===== src/rtl/vector_dot_serial.sv =====
// vector_dot_serial
// Serial signed dot product of two LENGTH-element vectors. The block drives one
// shared element index to both vector registers, multiplies the two returned
// slices each cycle into a pipeline register and accumulates at full precision.
// The finished sum is offered to the consumer over a valid/ready handshake.
module vector_dot_serial #(
    parameter int SCALAR_BITS = 32,
    parameter int LENGTH      = 5
) (
    input  logic                                        clk,
    input  logic                                        rst_n,
    input  logic                                        start,
    output logic                                        busy,
    output logic [$clog2(LENGTH)-1:0]                   read_index,
    input  logic [SCALAR_BITS-1:0]                      a_slice,
    input  logic [SCALAR_BITS-1:0]                      b_slice,
    output logic [2*SCALAR_BITS+$clog2(LENGTH)-1:0]     result,
    output logic                                        result_valid,
    input  logic                                        result_ready
);

    localparam int INDEX_WIDTH = $clog2(LENGTH);
    localparam int PROD_BITS   = 2 * SCALAR_BITS;
    localparam int ACC_BITS    = PROD_BITS + INDEX_WIDTH;
    localparam int EXT_BITS    = ACC_BITS - PROD_BITS;

    localparam logic [INDEX_WIDTH-1:0] LAST_IDX = INDEX_WIDTH'(LENGTH - 1);
    localparam logic [INDEX_WIDTH-1:0] IDX_ONE  = INDEX_WIDTH'(1);

    typedef enum logic [1:0] {
        S_IDLE  = 2'd0,
        S_RUN   = 2'd1,
        S_DRAIN = 2'd2,
        S_DONE  = 2'd3
    } state_t;

    // Sign-extend a full-width product to accumulator width.
    function automatic logic [ACC_BITS-1:0] sext_prod(input logic [PROD_BITS-1:0] p);
        sext_prod = {{EXT_BITS{p[PROD_BITS-1]}}, p};
    endfunction

    state_t                   state_q,    state_d;
    logic [INDEX_WIDTH-1:0]   idx_q,      idx_d;
    logic [PROD_BITS-1:0]     prod_q,     prod_d;
    logic                     prod_vld_q, prod_vld_d;
    logic [ACC_BITS-1:0]      acc_q,      acc_d;

    logic [PROD_BITS-1:0]     a_ext_s;
    logic [PROD_BITS-1:0]     b_ext_s;
    logic [PROD_BITS-1:0]     mul_s;

    // Widen both operands to product width so the signed multiply is exact.
    always_comb begin
        a_ext_s = {{SCALAR_BITS{a_slice[SCALAR_BITS-1]}}, a_slice};
        b_ext_s = {{SCALAR_BITS{b_slice[SCALAR_BITS-1]}}, b_slice};
        mul_s   = PROD_BITS'($signed(a_ext_s) * $signed(b_ext_s));
    end

    // Next-state and datapath update for the IDLE/RUN/DRAIN/DONE sequencer.
    always_comb begin
        state_d    = state_q;
        idx_d      = idx_q;
        prod_d     = prod_q;
        prod_vld_d = prod_vld_q;
        acc_d      = acc_q;
        case (state_q)
            S_IDLE: begin
                if (start) begin
                    state_d    = S_RUN;
                    idx_d      = {INDEX_WIDTH{1'b0}};
                    acc_d      = {ACC_BITS{1'b0}};
                    prod_vld_d = 1'b0;
                end else begin
                    state_d = S_IDLE;
                end
            end
            S_RUN: begin
                prod_d     = mul_s;
                prod_vld_d = 1'b1;
                // The product captured last cycle joins the sum one cycle late.
                if (prod_vld_q) begin
                    acc_d = acc_q + sext_prod(prod_q);
                end else begin
                    acc_d = acc_q;
                end
                if (idx_q == LAST_IDX) begin
                    state_d = S_DRAIN;
                end else begin
                    idx_d = idx_q + IDX_ONE;
                end
            end
            S_DRAIN: begin
                // Fold in the final product still sitting in the pipeline.
                acc_d      = acc_q + sext_prod(prod_q);
                prod_vld_d = 1'b0;
                state_d    = S_DONE;
            end
            S_DONE: begin
                // Start is deliberately not looked at here; a new job begins in IDLE.
                if (result_ready) begin
                    state_d = S_IDLE;
                    idx_d   = {INDEX_WIDTH{1'b0}};
                end else begin
                    state_d = S_DONE;
                end
            end
            default: begin
                state_d    = S_IDLE;
                idx_d      = {INDEX_WIDTH{1'b0}};
                prod_vld_d = 1'b0;
            end
        endcase
    end

    // State and datapath registers; reset discards any computation in flight.
    always_ff @(posedge clk or negedge rst_n) begin
        if (!rst_n) begin
            state_q    <= S_IDLE;
            idx_q      <= {INDEX_WIDTH{1'b0}};
            prod_q     <= {PROD_BITS{1'b0}};
            prod_vld_q <= 1'b0;
            acc_q      <= {ACC_BITS{1'b0}};
        end else begin
            state_q    <= state_d;
            idx_q      <= idx_d;
            prod_q     <= prod_d;
            prod_vld_q <= prod_vld_d;
            acc_q      <= acc_d;
        end
    end

    // Outputs come straight from registers so they are glitch-free.
    always_comb begin
        busy         = (state_q != S_IDLE);
        read_index   = idx_q;
        result       = acc_q;
        result_valid = (state_q == S_DONE);
    end

endmodule


===== config.mk =====
export PLATFORM = sky130hd
export DESIGN_NAME = vector_dot_serial
export DESIGN_NICKNAME = d
export VERILOG_FILES = /design/src/rtl/vector_dot_serial.sv
export SDC_FILE = /design/constraint.sdc
export NUM_CORES = 2
export LEC_CHECK = 0
export ABC_AREA = 0
export CAP_MARGIN = 20
export CORE_ASPECT_RATIO = 2
export CORE_MARGIN = 4
export CORE_UTILIZATION = 65
export CTS_CLUSTER_SIZE = 30
export DETAILED_ROUTE_END_ITERATION = 16
export PLACE_DENSITY = 0.88
export REMOVE_ABC_BUFFERS = 1
export SYNTH_ARGS = -nofsm -noshare
export SYNTH_HDL_FRONTEND = slang
export SYNTH_SLANG_ARGS = --single-unit

===== constraint.sdc =====
create_clock -name clk -period 3.8 [get_ports clk]
set_input_delay 0.38 -clock clk [delete_from_list [all_inputs] [get_ports clk]]
set_output_delay 0.38 -clock clk [all_outputs]
set_load 0.02 [all_outputs]

==> results.toml, run 1 <==
[run_status]
status = "did not finish"
haltStage = "5_1_grt"
tool.error = "[ERROR GRT-0232] Routing congestion too high. Check the congestion heatmap in the GUI."

[global_route]
grtUsageTotal = 0.787
gr-total-overflow = 356
grt_max_degree = 87

[placement]
port_buffers = 139
hpwl_microns = 119000
place.gp.congestion = 0.993

[clock_network]
clockBufferDepth = 2
clock-sinks = 137
cts_root_buffer = "clkbuf_16"
cts_buffers = 17
htree_levels = 4

[logic_synthesis]
avgSynthCellArea_sq_um = 9.21
ys_seq_area_frac = 0.0751
ys_seq_elements = 137
synthArstFlopShare = 1.00
syn_inst = 4956
ys_types = 95
synth_flop_cell = "dfrtp_1"
synth_area_sq_um = 45600
synth_edf_count = 0
yosys_warnings = 0

[floorplanning]
initial_core_util = 0.654
num_rows = 137
ios = 140
dieHeight_microns = 383
die_w_microns = 195

[timing]
crit_endpoint = "prod_q[61]$_DFFE_PN0P_/D"
worstEndpointType = "sequential cell input"
-- metrics by stage --
step                worst slack, ns  TNS, ns   util  area [sq um]  cells
detailed placement            -4.44  -216.88  0.740         51600   6209
CTS                           -3.47  -169.18  0.800         55800   6405
global placement              -4.32  -212.29  0.740         51600   6209
floorplan                     -3.77  -310.98      -         44600   4694
-- Yosys cell counts (all sizes together) (3+ instances only) --
cell,count,share of area
a2111oi,6,0.0017
a211o,6,0.0012
a211oi,9,0.0017
a21boi,7,0.0012
a21o,77,0.013
a21oi,161,0.018
a221o,4,0.00088
a22o,3,0.00058
a22oi,4,0.00066
a31o,3,0.00058
a31oi,19,0.0026
a32o,4,0.00088
and2,524,0.072
and3,14,0.0021
and4,6,0.0012
buf,10,0.0019
clkbuf,249,0.021
dfrtp,137,0.075
fa,1083,0.47
ha,257,0.070
inv,1044,0.086
mux2,47,0.012
mux2i,6,0.0013
nand2,664,0.055
nand2b,16,0.0022
nand3,38,0.0042
nand4,32,0.0049
nor2,104,0.0086
nor2b,9,0.0012
nor3,21,0.0024
nor4,3,0.00041
o2111ai,4,0.00090
o211ai,15,0.0026
o21a,14,0.0023
o21ai,139,0.015
o21bai,31,0.0051
o221ai,3,0.00058
o22ai,3,0.00041
o311ai,6,0.0012
o31ai,16,0.0030
or2,5,0.00069
or3,7,0.0011
xnor2,69,0.013
xor2,47,0.0090
-- repair_timing --
| item | in CTS |
|---|---|
| setup endpoints to repair | 59 |
| pin swaps | 251 |
| buffers inserted | 119 |
| gates cloned | 48 |
| resized for setup | 601 |
| hold buffers | 0 |
-- kinds of logic after synthesis --
logic type / after synthesis / synth area share
muxes: 53 / 0.0129
adders and majority gates: 1340 / 0.545
and+or+nand+nor: 1450 / 0.157
AOI/OAI and AO/OA: 553 / 0.0779
xor gates and xnor gates: 116 / 0.0223
DFF: 137 / 0.0751
buffers and inverters: 1307 / 0.110
-- layer usage --
layer / overflow / track usage
met3: 8 / 0.680
met1: 10 / 0.746
met4: 136 / 0.814
met5: 2 / 0.437
met2: 200 / 0.929
==> run 2, diff against run 1 <==
--- a/config.mk
+++ b/config.mk
@@ -7,12 +7,10 @@
 export LEC_CHECK = 0
 export ABC_AREA = 0
 export CAP_MARGIN = 20
-export CORE_ASPECT_RATIO = 2
 export CORE_MARGIN = 4
-export CORE_UTILIZATION = 65
-export CTS_CLUSTER_SIZE = 30
+export CORE_UTILIZATION = 40
 export DETAILED_ROUTE_END_ITERATION = 16
-export PLACE_DENSITY = 0.88
+export PLACE_DENSITY_LB_ADDON = 0.15
 export REMOVE_ABC_BUFFERS = 1
 export SYNTH_ARGS = -nofsm -noshare
 export SYNTH_HDL_FRONTEND = slang
==> run 2 against run 1 <==
Against the previous run: the flow now finishes, with violations (negative setup slack); synthesized area unchanged; synthesized cell count unchanged.
==> results.toml, run 2 <==
[setup_path]
cp.arrival_ns = 7.62
cp_common_cell = "fa_1"
max_stage_delay_ns = 0.54
worstSetupPathType = "input pin to register"
worst-path-max-fanout = 5
start_kind = "input pin"
crit_slowest_cell = "fa_1"
endpoint_kind = "register"
worstPathRequired_ns = 4.11

[floorplanning]
ios = 140
die_area_sq_um = 120000
core_area_sq_um = 113000
die_w_microns = 346
dieHeight_microns = 346
initial_core_util = 0.404
num_rows = 123

[logic_synthesis]
yosys.area.top_type_share = 0.475
synth_area_sq_um = 45600
synthSimpleGateAreaFrac = 0.157
synthArstFlopShare = 1.00
synth_area_leaders = "fa_1 (47%), inv_1 (8.6%), dfrtp_1 (7.5%), and2_1 (7.2%), ha_1 (7.0%)"
synthMuxAreaShare = 0.0129
synth_compound_area_frac = 0.0779
synth_top_cell_by_area = "fa_1"
synthAdderAreaFrac = 0.545
synth_commonest_cells = "fa_1 (1,083), inv_1 (1,044), nand2_1 (663)"
synth_edf_count = 0
ys_seq_area_frac = 0.0751
synthXorXnorAreaFrac = 0.0223
avgSynthCellArea_sq_um = 9.21
syn_inst = 4956
yosys_warnings = 0
ys_types = 95
synth_top_family_by_area = "adder cells"
ys_seq_elements = 137
yosysMostFrequentCell = "fa_1"
synth_flop_cell = "dfrtp_1"

[run]
maxCapViolCount = 0

[run_status]
violations = "negative setup slack"
status = "finished with violations"

[timing]
fin_hold_ws_ns = 0.0350
slew_violations = 0
relSlewSlack = 0.287
worst_slack_ns = -3.51
finClkSkew_ns = 0.0138
fin_crit_ns = 7.31
worst_pin_slew_ns = 1.07
rsz0062_at_grt = "true"
finalHoldViolations = 0
layout_worst_path_cycle_share = 1.92
setup_viol = 57
fmax_mhz = 137

[layout]
nets = 6916
stdcell_area_sq_um = 57500
utilization = 0.509
most-common-layout-cells = "fa_1 (1,015), inv_1 (1,001), nand2_1 (642)"
drive_gt1_frac = 0.207
layout_commonest_cell = "fa_1"
largest_reg_flops = 67
area_growth_pct = 26.0

[drt]
wl_per_cell_microns = 20.8
drcViolationCount = 0
ant_nets = 0
drt_iter0_markers = 1827
first_pass_iters = 5
vias = 35700
routed_wl_microns = 146000
vias_per_cell = 5.08

[clock_network]
hold_buffers = 0
clockBufferDepth = 2
cts_tree = "yes"
cts_root_buffer = "clkbuf_16"
cts_buffers = 17
clock-sinks = 137
clk_pin_slew_ns = 0.07
htree_levels = 4
insertion_delay_ns = 0.45

[global_route]
grtUsageTotal = 0.245
grt_pass1_wl_microns = 228000
gr-total-overflow = 0
first_global_vias = 38700
antenna_found_initial = 16
grt_max_degree = 96

[hold_path]
hold_class = "input pin to async pin"

[placement]
place.gp.congestion = 0.854
dpl-instance-area_sq_um = 52600
hpwl_microns = 113000
port_buffers = 139
run 2: cell counts after synthesis:
Identical to the previous run, type by type.
run 2: per-stage QoR:
step                TNS, ns  setup slack [ns]  cells
global placement    -220.26             -4.56   6827
detailed placement  -220.45             -4.65   6827
finish              -166.62             -3.51   7025
floorplan           -310.98             -3.77   4694
global route        -176.56             -3.72   7023
CTS                 -161.89             -3.43   6995
run 2: what timing repair did:
action,in CTS,in global routing
cloned,34,3
endpoints found under the setup margin,59,60
setup buffers,107,29
pin swaps,226,143
resized for setup,583,234
run 2: layer usage:
metal	share of wire	track usage	wire length, microns	up-vias
met1	0.42	0.330	61300	18700
li1	-	-	-	16000
met4	0.033	0.0558	4790	6
met5	0.00028	0	41	-
met2	0.49	0.424	72300	809
met3	0.054	0.0318	7860	201
run 2: final timing paths:
kind	startpoint	to	slack, ns	cells after the start
worst max-delay path	a_slice[13]	prod_q[61]	-3.51	30
worst min-delay path	rst_n	read_index[0]	0.04	1
worst max register to register	prod_q[0]	result[64]	0.25	14
worst min register to register	prod_q[43]	prod_q[43]	0.50	2
max in group asynchronous	rst_n	prod_q[16]	2.86	2
min in group clk	prod_q[43]	prod_q[43]	0.50	2
run 2: final cells by class:
| type | instances | area (sq um) |
|---|---|---|
| repair buffers | 795 | 8670 |
| inverters | 1045 | 3930 |
| clock buffers | 22 | 474 |
| clock inverters | 10 | 119 |
| flip-flops and latches | 137 | 3430 |
| fillers | 10500 | 55400 |
| diodes | 4 | 10.0 |
| well taps | 1500 | 1880 |
| multi-input cells | 3512 | 39000 |
run 2: kinds of logic after synthesis:
group,count (synthesis)
AOI/OAI and AO/OA,553
muxes,53
and+or+nand+nor,1450
xor gates and xnor gates,116
DFF,137
adders and majority gates,1340
buffers and inverters,1307
run 2: worst max-delay path: cells and delay by family:
family                     cells  cell delay (ns)
and+or+nand+nor                1             0.13
AOI/OAI and AO/OA             10             1.88
adders and majority gates      9             4.33
buffers and inverters         10             0.85
Power of run 2 is not shown: default switching activity piles up to over one toggle a cycle in this logic, so the estimate is an artifact.
